[config.mk]
export PLATFORM = sky130hd
export DESIGN_NAME = seq_mult16
export DESIGN_NICKNAME = d
export VERILOG_FILES = /design/src/rtl/seq_mult16.sv
export SDC_FILE = /design/constraint.sdc
export NUM_CORES = 1
export LEC_CHECK = 0
export CAP_MARGIN = 25
export CORE_UTILIZATION = 55
export CTS_CLUSTER_DIAMETER = 120
export DETAILED_ROUTE_END_ITERATION = 16
export PLACE_DENSITY_LB_ADDON = 0.08
export SYNTH_ARGS = -nofsm -noshare
export SYNTH_HDL_FRONTEND = slang
export SYNTH_HIERARCHICAL = 1
export SYNTH_SLANG_ARGS = --single-unit
[constraint.sdc]
create_clock -name clk -period 4.7 [get_ports clk]
set_input_delay 1.41 -clock clk [delete_from_list [all_inputs] [get_ports clk]]
set_output_delay 1.41 -clock clk [all_outputs]
set_load 0.005 [all_outputs]
[src/rtl/seq_mult16.sv]
// ---------------------------------------------------------------------------
// seq_mult16 : sequential 16x16 -> 32 unsigned shift-and-add multiplier.
//
// This file also contains cla16_ripple, the shared 16-bit adder. It is built
// from four 4-bit carry-lookahead groups with the carry rippling between them.
//
// seq_mult16 ports
//   clk   in   single clock; all state changes on its rising edge
//   rst   in   synchronous, active-high reset
//   start in   multiply request; honoured only while idle
//   a     in   WIDTH-bit unsigned multiplicand, sampled on the accepting edge
//   b     in   WIDTH-bit unsigned multiplier, sampled on the accepting edge
//   p     out  2*WIDTH-bit registered product; holds until the next completion
//   busy  out  high while the sixteen shift-add iterations run
//   done  out  one-cycle completion pulse
//
// cla16_ripple ports
//   a, b  in   16-bit addends
//   cin   in   carry in
//   s     out  16-bit sum
//   cout  out  carry out
// ---------------------------------------------------------------------------

module cla16_ripple (
    input  logic [15:0] a,
    input  logic [15:0] b,
    input  logic        cin,
    output logic [15:0] s,
    output logic        cout
);

    // One 4-bit lookahead group: returns {carry_out, sum[3:0]}.
    function automatic logic [4:0] cla4(input logic [3:0] x,
                                        input logic [3:0] y,
                                        input logic       ci);
        logic [3:0] g;
        logic [3:0] pr;
        logic [4:0] c;
        g    = x & y;
        pr   = x ^ y;
        c[0] = ci;
        c[1] = g[0] | (pr[0] & ci);
        c[2] = g[1] | (pr[1] & g[0]) | (pr[1] & pr[0] & ci);
        c[3] = g[2] | (pr[2] & g[1]) | (pr[2] & pr[1] & g[0])
             | (pr[2] & pr[1] & pr[0] & ci);
        c[4] = g[3] | (pr[3] & g[2]) | (pr[3] & pr[2] & g[1])
             | (pr[3] & pr[2] & pr[1] & g[0])
             | (pr[3] & pr[2] & pr[1] & pr[0] & ci);
        return {c[4], pr ^ c[3:0]};
    endfunction

    logic [4:0] carry_s;
    logic [4:0] grp_s;

    // Chain the four lookahead groups, passing each group carry to the next.
    always_comb begin
        s          = 16'h0000;
        grp_s      = 5'b00000;
        carry_s    = 5'b00000;
        carry_s[0] = cin;
        for (int i = 0; i < 4; i++) begin
            grp_s          = cla4(a[4*i +: 4], b[4*i +: 4], carry_s[i]);
            s[4*i +: 4]    = grp_s[3:0];
            carry_s[i + 1] = grp_s[4];
        end
        cout = carry_s[4];
    end

endmodule

module seq_mult16 #(
    parameter int WIDTH = 16
) (
    input  logic                 clk,
    input  logic                 rst,
    input  logic                 start,
    input  logic [WIDTH-1:0]     a,
    input  logic [WIDTH-1:0]     b,
    output logic [2*WIDTH-1:0]   p,
    output logic                 busy,
    output logic                 done
);

    localparam int CNT_W = $clog2(WIDTH);
    localparam logic [CNT_W-1:0] CNT_LAST = CNT_W'(WIDTH - 1);

    typedef enum logic [1:0] {
        ST_IDLE = 2'd0,
        ST_RUN  = 2'd1,
        ST_DONE = 2'd2
    } state_e;

    state_e               state_q,  state_d;
    logic [WIDTH-1:0]     mcand_q,  mcand_d;
    logic [WIDTH-1:0]     mplier_q, mplier_d;
    logic [WIDTH-1:0]     acc_hi_q, acc_hi_d;
    logic [CNT_W-1:0]     cnt_q,    cnt_d;
    logic [2*WIDTH-1:0]   p_q,      p_d;

    logic [WIDTH-1:0]     addend_s;
    logic [WIDTH-1:0]     sum_s;
    logic                 carry_s;

    // Partial product: the multiplicand only when the current multiplier LSB is set.
    assign addend_s = mplier_q[0] ? mcand_q : {WIDTH{1'b0}};

    cla16_ripple u_add (
        .s    (sum_s),
        .cout (carry_s),
        .a    (acc_hi_q),
        .b    (addend_s),
        .cin  (1'b0)
    );

    // Next-state and datapath update for the three-state controller.
    always_comb begin
        state_d  = state_q;
        mcand_d  = mcand_q;
        mplier_d = mplier_q;
        acc_hi_d = acc_hi_q;
        cnt_d    = cnt_q;
        p_d      = p_q;
        case (state_q)
            ST_IDLE: begin
                if (start) begin
                    mcand_d  = a;
                    mplier_d = b;
                    acc_hi_d = {WIDTH{1'b0}};
                    cnt_d    = {CNT_W{1'b0}};
                    state_d  = ST_RUN;
                end else begin
                    state_d  = ST_IDLE;
                end
            end
            ST_RUN: begin
                // Shift {carry, sum, mplier} right by one: the adder carry
                // becomes the new accumulator MSB, so it is never lost, and
                // the sum LSB drops into the vacated multiplier MSB.
                acc_hi_d = {carry_s, sum_s[WIDTH-1:1]};
                mplier_d = {sum_s[0], mplier_q[WIDTH-1:1]};
                cnt_d    = cnt_q + CNT_W'(1);
                if (cnt_q == CNT_LAST) begin
                    p_d     = {carry_s, sum_s, mplier_q[WIDTH-1:1]};
                    state_d = ST_DONE;
                end else begin
                    state_d = ST_RUN;
                end
            end
            ST_DONE: begin
                state_d = ST_IDLE;
            end
            default: begin
                state_d = ST_IDLE;
            end
        endcase
    end

    // State and datapath registers with synchronous reset.
    always_ff @(posedge clk) begin
        if (rst) begin
            state_q  <= ST_IDLE;
            mcand_q  <= {WIDTH{1'b0}};
            mplier_q <= {WIDTH{1'b0}};
            acc_hi_q <= {WIDTH{1'b0}};
            cnt_q    <= {CNT_W{1'b0}};
            p_q      <= {(2*WIDTH){1'b0}};
        end else begin
            state_q  <= state_d;
            mcand_q  <= mcand_d;
            mplier_q <= mplier_d;
            acc_hi_q <= acc_hi_d;
            cnt_q    <= cnt_d;
            p_q      <= p_d;
        end
    end

    // Status flags decode straight from the state register, so they are
    // glitch-free and busy/done are mutually exclusive by construction.
    assign p    = p_q;
    assign busy = (state_q == ST_RUN);
    assign done = (state_q == ST_DONE);

endmodule

== Word-level counts from Yosys, hierarchy flattened ==
Index checks and enable logic that the tools add are counted.

* Add/sub/neg operators: 1
* $mul: 0
* Div/mod/pow operators: 0
* Order comparisons: 0
* Equality and inequality tests: 4
* Shift operators: 0
* Multiplexer cells: 10
* Bitwise logic cells: 105
* Reductions and logical operators: 5

{| class="wikitable"
|+ Operators with widths
! operator !! count
|-
| one-hot mux 16 bit (2 select lines) || 2
|-
| bitwise AND 1 bit || 57
|-
| two-way mux 16 bit || 3
|-
| OR 1 bit || 36
|-
| XOR 4 bit || 8
|-
| bitwise AND 4 bit || 4
|-
| one-hot mux 4 bit (2 select lines) || 1
|-
| AND reduction 2 bit || 3
|-
| adder 4 x 1 -> 4 bit (second input constant) || 1
|-
| == test 4 bit (second input constant) || 1
|-
| two-way mux 4 bit || 1
|-
| one-hot mux 2 bit (2 select lines) || 1
|-
| == test 2 x 1 -> 1 bit (second input constant) || 1
|-
| == test 2 bit (second input constant) || 1
|-
| logical NOT 2 bit || 1
|-
| two-way mux 2 bit || 1
|-
| != test 2 bit (second input constant) || 1
|-
| nonzero test 2 bit || 1
|-
| two-way mux 1 bit || 1
|}

* Register bits after elaboration: 86
* Latch bits: 0
* Bits in writable memories: 0
* Memory bits (read-only): 0
* Input bits: 35
* Output and inout port bits: 34
* Logic and storage cells: 131
* Memories kept: 0

== Logic depth before layout (Yosys ltp) ==
* Word-level depth: 14
* Mapped depth: 11
* Gate-level depth less buffers: 10

== By module ==
Netlist, hierarchy kept.

{| class="wikitable"
|+ By module, submodules not included
! module !! instances !! cells each !! area each (um^2) !! seq. area each (um^2)
|-
| seq_mult16 || 1 || 324 || 3,179.3 || 1,721.7
|-
| cla16_ripple || 1 || 98 || 804.5 || 0.0
|}

== Least setup slack after synthesis ==
OpenSTA, ideal clock, no wires.

* Path type: reg-to-reg
* Start point: register mplier_q[0]
* End point: register acc_hi_q[12]
* Library setup time: 128 ps
* Arrival: 2,404 ps
* Required time: 4,572 ps
* Path slack: 2,169 ps
* Stages on the path, launching flop included: 12
* Path buffers: 1
* Clock period less this slack: 2,531 ps
* Cells stage by stage: dfxtp_1 clkbuf_1 and2_1 ha_1 a21oi_1 o211a_1 o21ai_2 or2_4 fa_1 xor2_1 a22oi_1 nor2_1

* Elaborated cells on any way between the ends: 43
* Those cells by class: mux: 2; bitwise: 41

{| class="wikitable"
|+ RTL lines
! what !! line !! RTL
|-
| start: declaration || 95 || <nowiki>logic [WIDTH-1:0] mplier_q, mplier_d;</nowiki>
|-
| start signal: assignment || 163 || <nowiki>mplier_q <= {WIDTH{1'b0}};</nowiki>
|-
| start signal: assignment || 170 || <nowiki>mplier_q <= mplier_d;</nowiki>
|-
| two-way mux 16 bit * || 105 || <nowiki>assign addend_s = mplier_q[0] ? mcand_q : {WIDTH{1'b0}};</nowiki>
|-
| named net addend_s[7] || 100 || <nowiki>logic [WIDTH-1:0] addend_s;</nowiki>
|-
| XOR 4 bit || 40 || <nowiki>pr = x ^ y;</nowiki>
|-
| bitwise AND 1 bit (on tied branches) || 46, 47, 48 ||
|-
| OR 1 bit, or another cell as far along (2 in series) || 46 || <nowiki>c[4] = g[3] | (pr[3] & g[2]) | (pr[3] & pr[2] & g[1])</nowiki>
|-
| OR 1 bit or bitwise AND 1 bit (tied branches) || 47, 48 ||
|-
| OR 1 bit * || 48 || <nowiki>| (pr[3] & pr[2] & pr[1] & pr[0] & ci);</nowiki>
|-
| bitwise AND 1 bit * || 48 ||
|-
| OR 1 bit * || 48 ||
|-
| bitwise AND 1 bit * || 42 || <nowiki>c[1] = g[0] | (pr[0] & ci);</nowiki>
|-
| OR 1 bit * || 42 ||
|-
| XOR 4 bit * || 49 || <nowiki>return {c[4], pr ^ c[3:0]};</nowiki>
|-
| named net sum_s[13] || 101 || <nowiki>logic [WIDTH-1:0] sum_s;</nowiki>
|-
| one-hot mux 16 bit (2 select lines) * || 123 || <nowiki>case (state_q)</nowiki>
|-
| end signal: assignment || 164 || <nowiki>acc_hi_q <= {WIDTH{1'b0}};</nowiki>
|-
| end signal: assignment || 171 || <nowiki>acc_hi_q <= acc_hi_d;</nowiki>
|-
| end: declaration || 96 || <nowiki>logic [WIDTH-1:0] acc_hi_q, acc_hi_d;</nowiki>
|}

Mark *: on every way through the listed nets, which the timed path passes. The rest lies on a longest branch.
A chain may end at the register's enable or synchronous reset.

== Worst setup path after layout ==
* Start point: register state_q[0]
* End point: output busy

* Cells in the longest elaborated chain, start to end: 1

{| class="wikitable"
|+ RTL lines
! what !! line !! RTL
|-
| start: declaration || 93 || <nowiki>state_e state_q, state_d;</nowiki>
|-
| start signal: assignment || 168 || <nowiki>state_q <= state_d;</nowiki>
|-
| == test 2 x 1 -> 1 bit || 180 || <nowiki>assign busy = (state_q == ST_RUN);</nowiki>
|-
| end: declaration || 80 || <nowiki>output logic busy,</nowiki>
|}

Every way passes these cells.

==> impl_metrics.env <==
export IMPL_outcome="finished, final reports clean"
export IMPL_wire_per_inst_um=15.1
export IMPL_r2r_start="mplier_q[0]"
export IMPL_fin_crit_ns=3.51
export IMPL_postCtsSetupBuffers=0
export IMPL_numCtsBuffers=9
export IMPL_power_mw=1.45
export IMPL_area_growth_pct=22.6
export IMPL_hold_viol_final=0
export IMPL_clock_path_buffers=2
export IMPL_die_w_um=87.1
export IMPL_instances_no_fill=582
export IMPL_numPortBuffers=68
export IMPL_avgSynthCellArea_um2=9.44
export IMPL_setup_viol=0
export IMPL_grt_total_usage_pct=24.6
export IMPL_totalWireLength_um=8760
export IMPL_r2r_end="acc_hi_q[12]"
export IMPL_skew_ns=0.0104
export IMPL_first_global_vias=3222
export IMPL_die_area_um2=7590
export IMPL_drive_gt1_share_pct=7.82
export IMPL_fp_dieH_um=87.1
export IMPL_globalplace_congestion=0.858
export IMPL_root_buffer="clkbuf_8"
export IMPL_clk_latency_ns=0.34
export IMPL_dp_hpwl_um=5710
export IMPL_timing_critical_path_to="busy"
export IMPL_diodes=0
export IMPL_vias_per_cell=5.69
export IMPL_cp_startpoint="state_q[0]"
export IMPL_syn_cell_area_um2=3980
export IMPL_io_pins=69
export IMPL_overflow=0
export IMPL_sw_frac_of_total_pct=24.5
export IMPL_fmax_mhz=285
export IMPL_cp_end_kind="primary output"
export IMPL_clk_pin_slew_worst_paths_ns=0.08
export IMPL_tns_ns=0
export IMPL_tightest_slew_ns=0.913
export IMPL_worstPathMaxFanout=24
export IMPL_worst_ep_arrival_time_ns=2.10
export IMPL_worstSetupPathType="register to primary output"
export IMPL_dp_cells=565
export IMPL_postPlaceCellArea_um2=4670
export IMPL_cts_tree="done"
export IMPL_drtAntennaViolNets=0
export IMPL_ys_ff_latch=86
export IMPL_core_area_um2=6910
export IMPL_reg2regPathDepth=10
export IMPL_power_frac_comb_pct=10.0
export IMPL_internal_power_mw=1.09
export IMPL_ctsHoldBuffers=0
export IMPL_worstPathRequired_ns=3.29
export IMPL_via_count=3312
export IMPL_relSlewSlack_pct=39.1
export IMPL_p_leak_nw=1.92
export IMPL_rrSetupSlack_ns=1.83
export IMPL_start_kind="register"
export IMPL_rows=30
export IMPL_cts_resized=0
export IMPL_sequentialPowerShare_pct=53.6
export IMPL_drt_iter0_markers=188
export IMPL_n_fill_cell=586
export IMPL_synthCells=422
export IMPL_clock_sinks=86
export IMPL_drc=0
export IMPL_seq_area_frac_synth_pct=43.2
export IMPL_synth_cell_types=54
export IMPL_yosysWarnings=6
export IMPL_antenna_found_initial=0
export IMPL_hold_ws_ns=0.454
export IMPL_firstDrtPassIters=5
export IMPL_start_util_pct=57.7
export IMPL_postLayoutCellArea_um2=4880
export IMPL_rsz0062_at_grt="no"
export IMPL_drv_cap=0
export IMPL_nets=537
export IMPL_period_share_pct=74.7
export IMPL_hp_class="register to register"
export IMPL_grt_pass1_wl_um=14700
export IMPL_ir_worst_vdd_mv=0.209
export IMPL_drv_slew=0
export IMPL_grt_max_degree=33
export IMPL_htreeDepth=3
export IMPL_clockPowerShare_pct=36.4
export IMPL_p_per_area_nw_per_um2=297
export IMPL_power_switching_mw=0.356
[how the worst min path moves through the flow]
stage | from | endpoint | slack (ns) | depth (start not counted)
final | mcand_q[5] | mcand_q[5] | 0.45 | 2
after global placement | mcand_q[15] | mcand_q[15] | 0.44 | 2
after floorplan | mcand_q[0] | mcand_q[0] | 0.43 | 2
after global routing | mcand_q[6] | mcand_q[6] | 0.48 | 2
after CTS | mcand_q[13] | mcand_q[13] | 0.45 | 2
after detailed placement | mcand_q[13] | mcand_q[13] | 0.44 | 2
[cell usage in the layout (no fill, tap or decap), drive strengths merged, types with 12 or more instances in the layout]
cell           count
a21oi             24
a211oi            22
a22oi             17
ha                17
dfxtp             86
and2              17
clkbuf            12
clkdlybuf4s50     67
nor2              53
a22o              32
nand2             38
[power by group through the flow]
stage               Combinational [mW]  Clock (mW)  Sequential (mW)
finish                           0.145       0.527            0.777
global route                     0.161       0.564            0.780
CTS                              0.144       0.533            0.776
detailed placement               0.143           0            0.793
global placement                 0.140           0            0.793
floorplan                        0.102           0            0.783
[layout make-up]
type                       instances  area, µm²  share of cell area, %
clock buffer                      12        155                   3.18
clock inverter                     4       45.0                  0.922
inverter                           9       33.8                  0.692
multi-input combinational        302       2090                   42.7
sequential                        86       1720                   35.3
tap                               96        120                   2.46
timing repair buffer              73        721                   14.8
[cells in the mapped netlist (all sizes together)]
master,count,area (µm²)
a311oi,1,15.0
ha,17,213
nand4,2,12.5
nor3,2,10.0
o21bai,2,18.8
a221oi,1,15.0
buf,18,115
o211a,1,10.0
a22o,32,280
o21ba,1,10.0
inv,9,33.8
or2,2,15.0
a41oi,1,27.5
dfxtp,86,1720
o21a,5,38.8
a21o,4,30.0
and2,17,106
a21oi,24,120
o221ai,1,15.0
a211oi,22,178
nand3,4,20.0
nor4,2,33.8
fa,4,80.1
nor2b,1,6.26
o211ai,1,12.5
nor2,53,199
a22oi,17,128
a21boi,1,7.51
o21ai,8,47.6
o2bb2ai,7,61.3
conb,1,3.75
a31oi,1,6.26
o22ai,9,56.3
xor2,4,35.0
or3b,1,8.76
clkbuf,9,33.8
nor3b,3,33.8
xnor2,5,43.8
nand2b,3,18.8
o311ai,1,8.76
mux2,1,11.3
nand2,38,143
[cell families after synthesis]
kind of cell    Yosys count  synth area share, %
compound gates          140                 27.3
xor+xnor                  9                 1.98
fa+ha+maj                21                 7.35
buf+inv                  36                 4.59
flops                    86                 43.2
mux                       1                0.283
other cells               1               0.0941
simple gates            128                 15.2
[sequential cells by signal (all words and copies together), names as in the netlist]
signal / flops
p: 32
acc_hi_q: 16
mplier_q: 16
state_q: 2
mcand_q: 16
cnt_q: 4
[routing by layer]
| layer | vias up | wire, µm | track usage [%] |
|---|---|---|---|
| li1 | 1633 | - | - |
| met1 | 1591 | 4050 | 31.1 |
| met2 | 82 | 4260 | 42.5 |
| met3 | 6 | 382 | 4.45 |
| met4 | 0 | 74 | 8.20 |
| met5 | - | 0 | 0 |
[worst max-delay path: stages (launching register included)]
cell and delay [ns]:
dfxtp_1 0.70, nor2b_1 0.20, buf_4 0.30, clkdlybuf4s50_1 0.56
[stage by stage]
stage / setup slack [ns] / utilization (%)
after floorplan: 2.17 / -
after global placement: 1.37 / 67.6
after detailed placement: 1.33 / 67.6
after CTS: 1.19 / 70.5
after global routing: 1.06 / 70.7
final: 1.19 / 70.7
No activity file was read; power rests on OpenSTA's default activity.
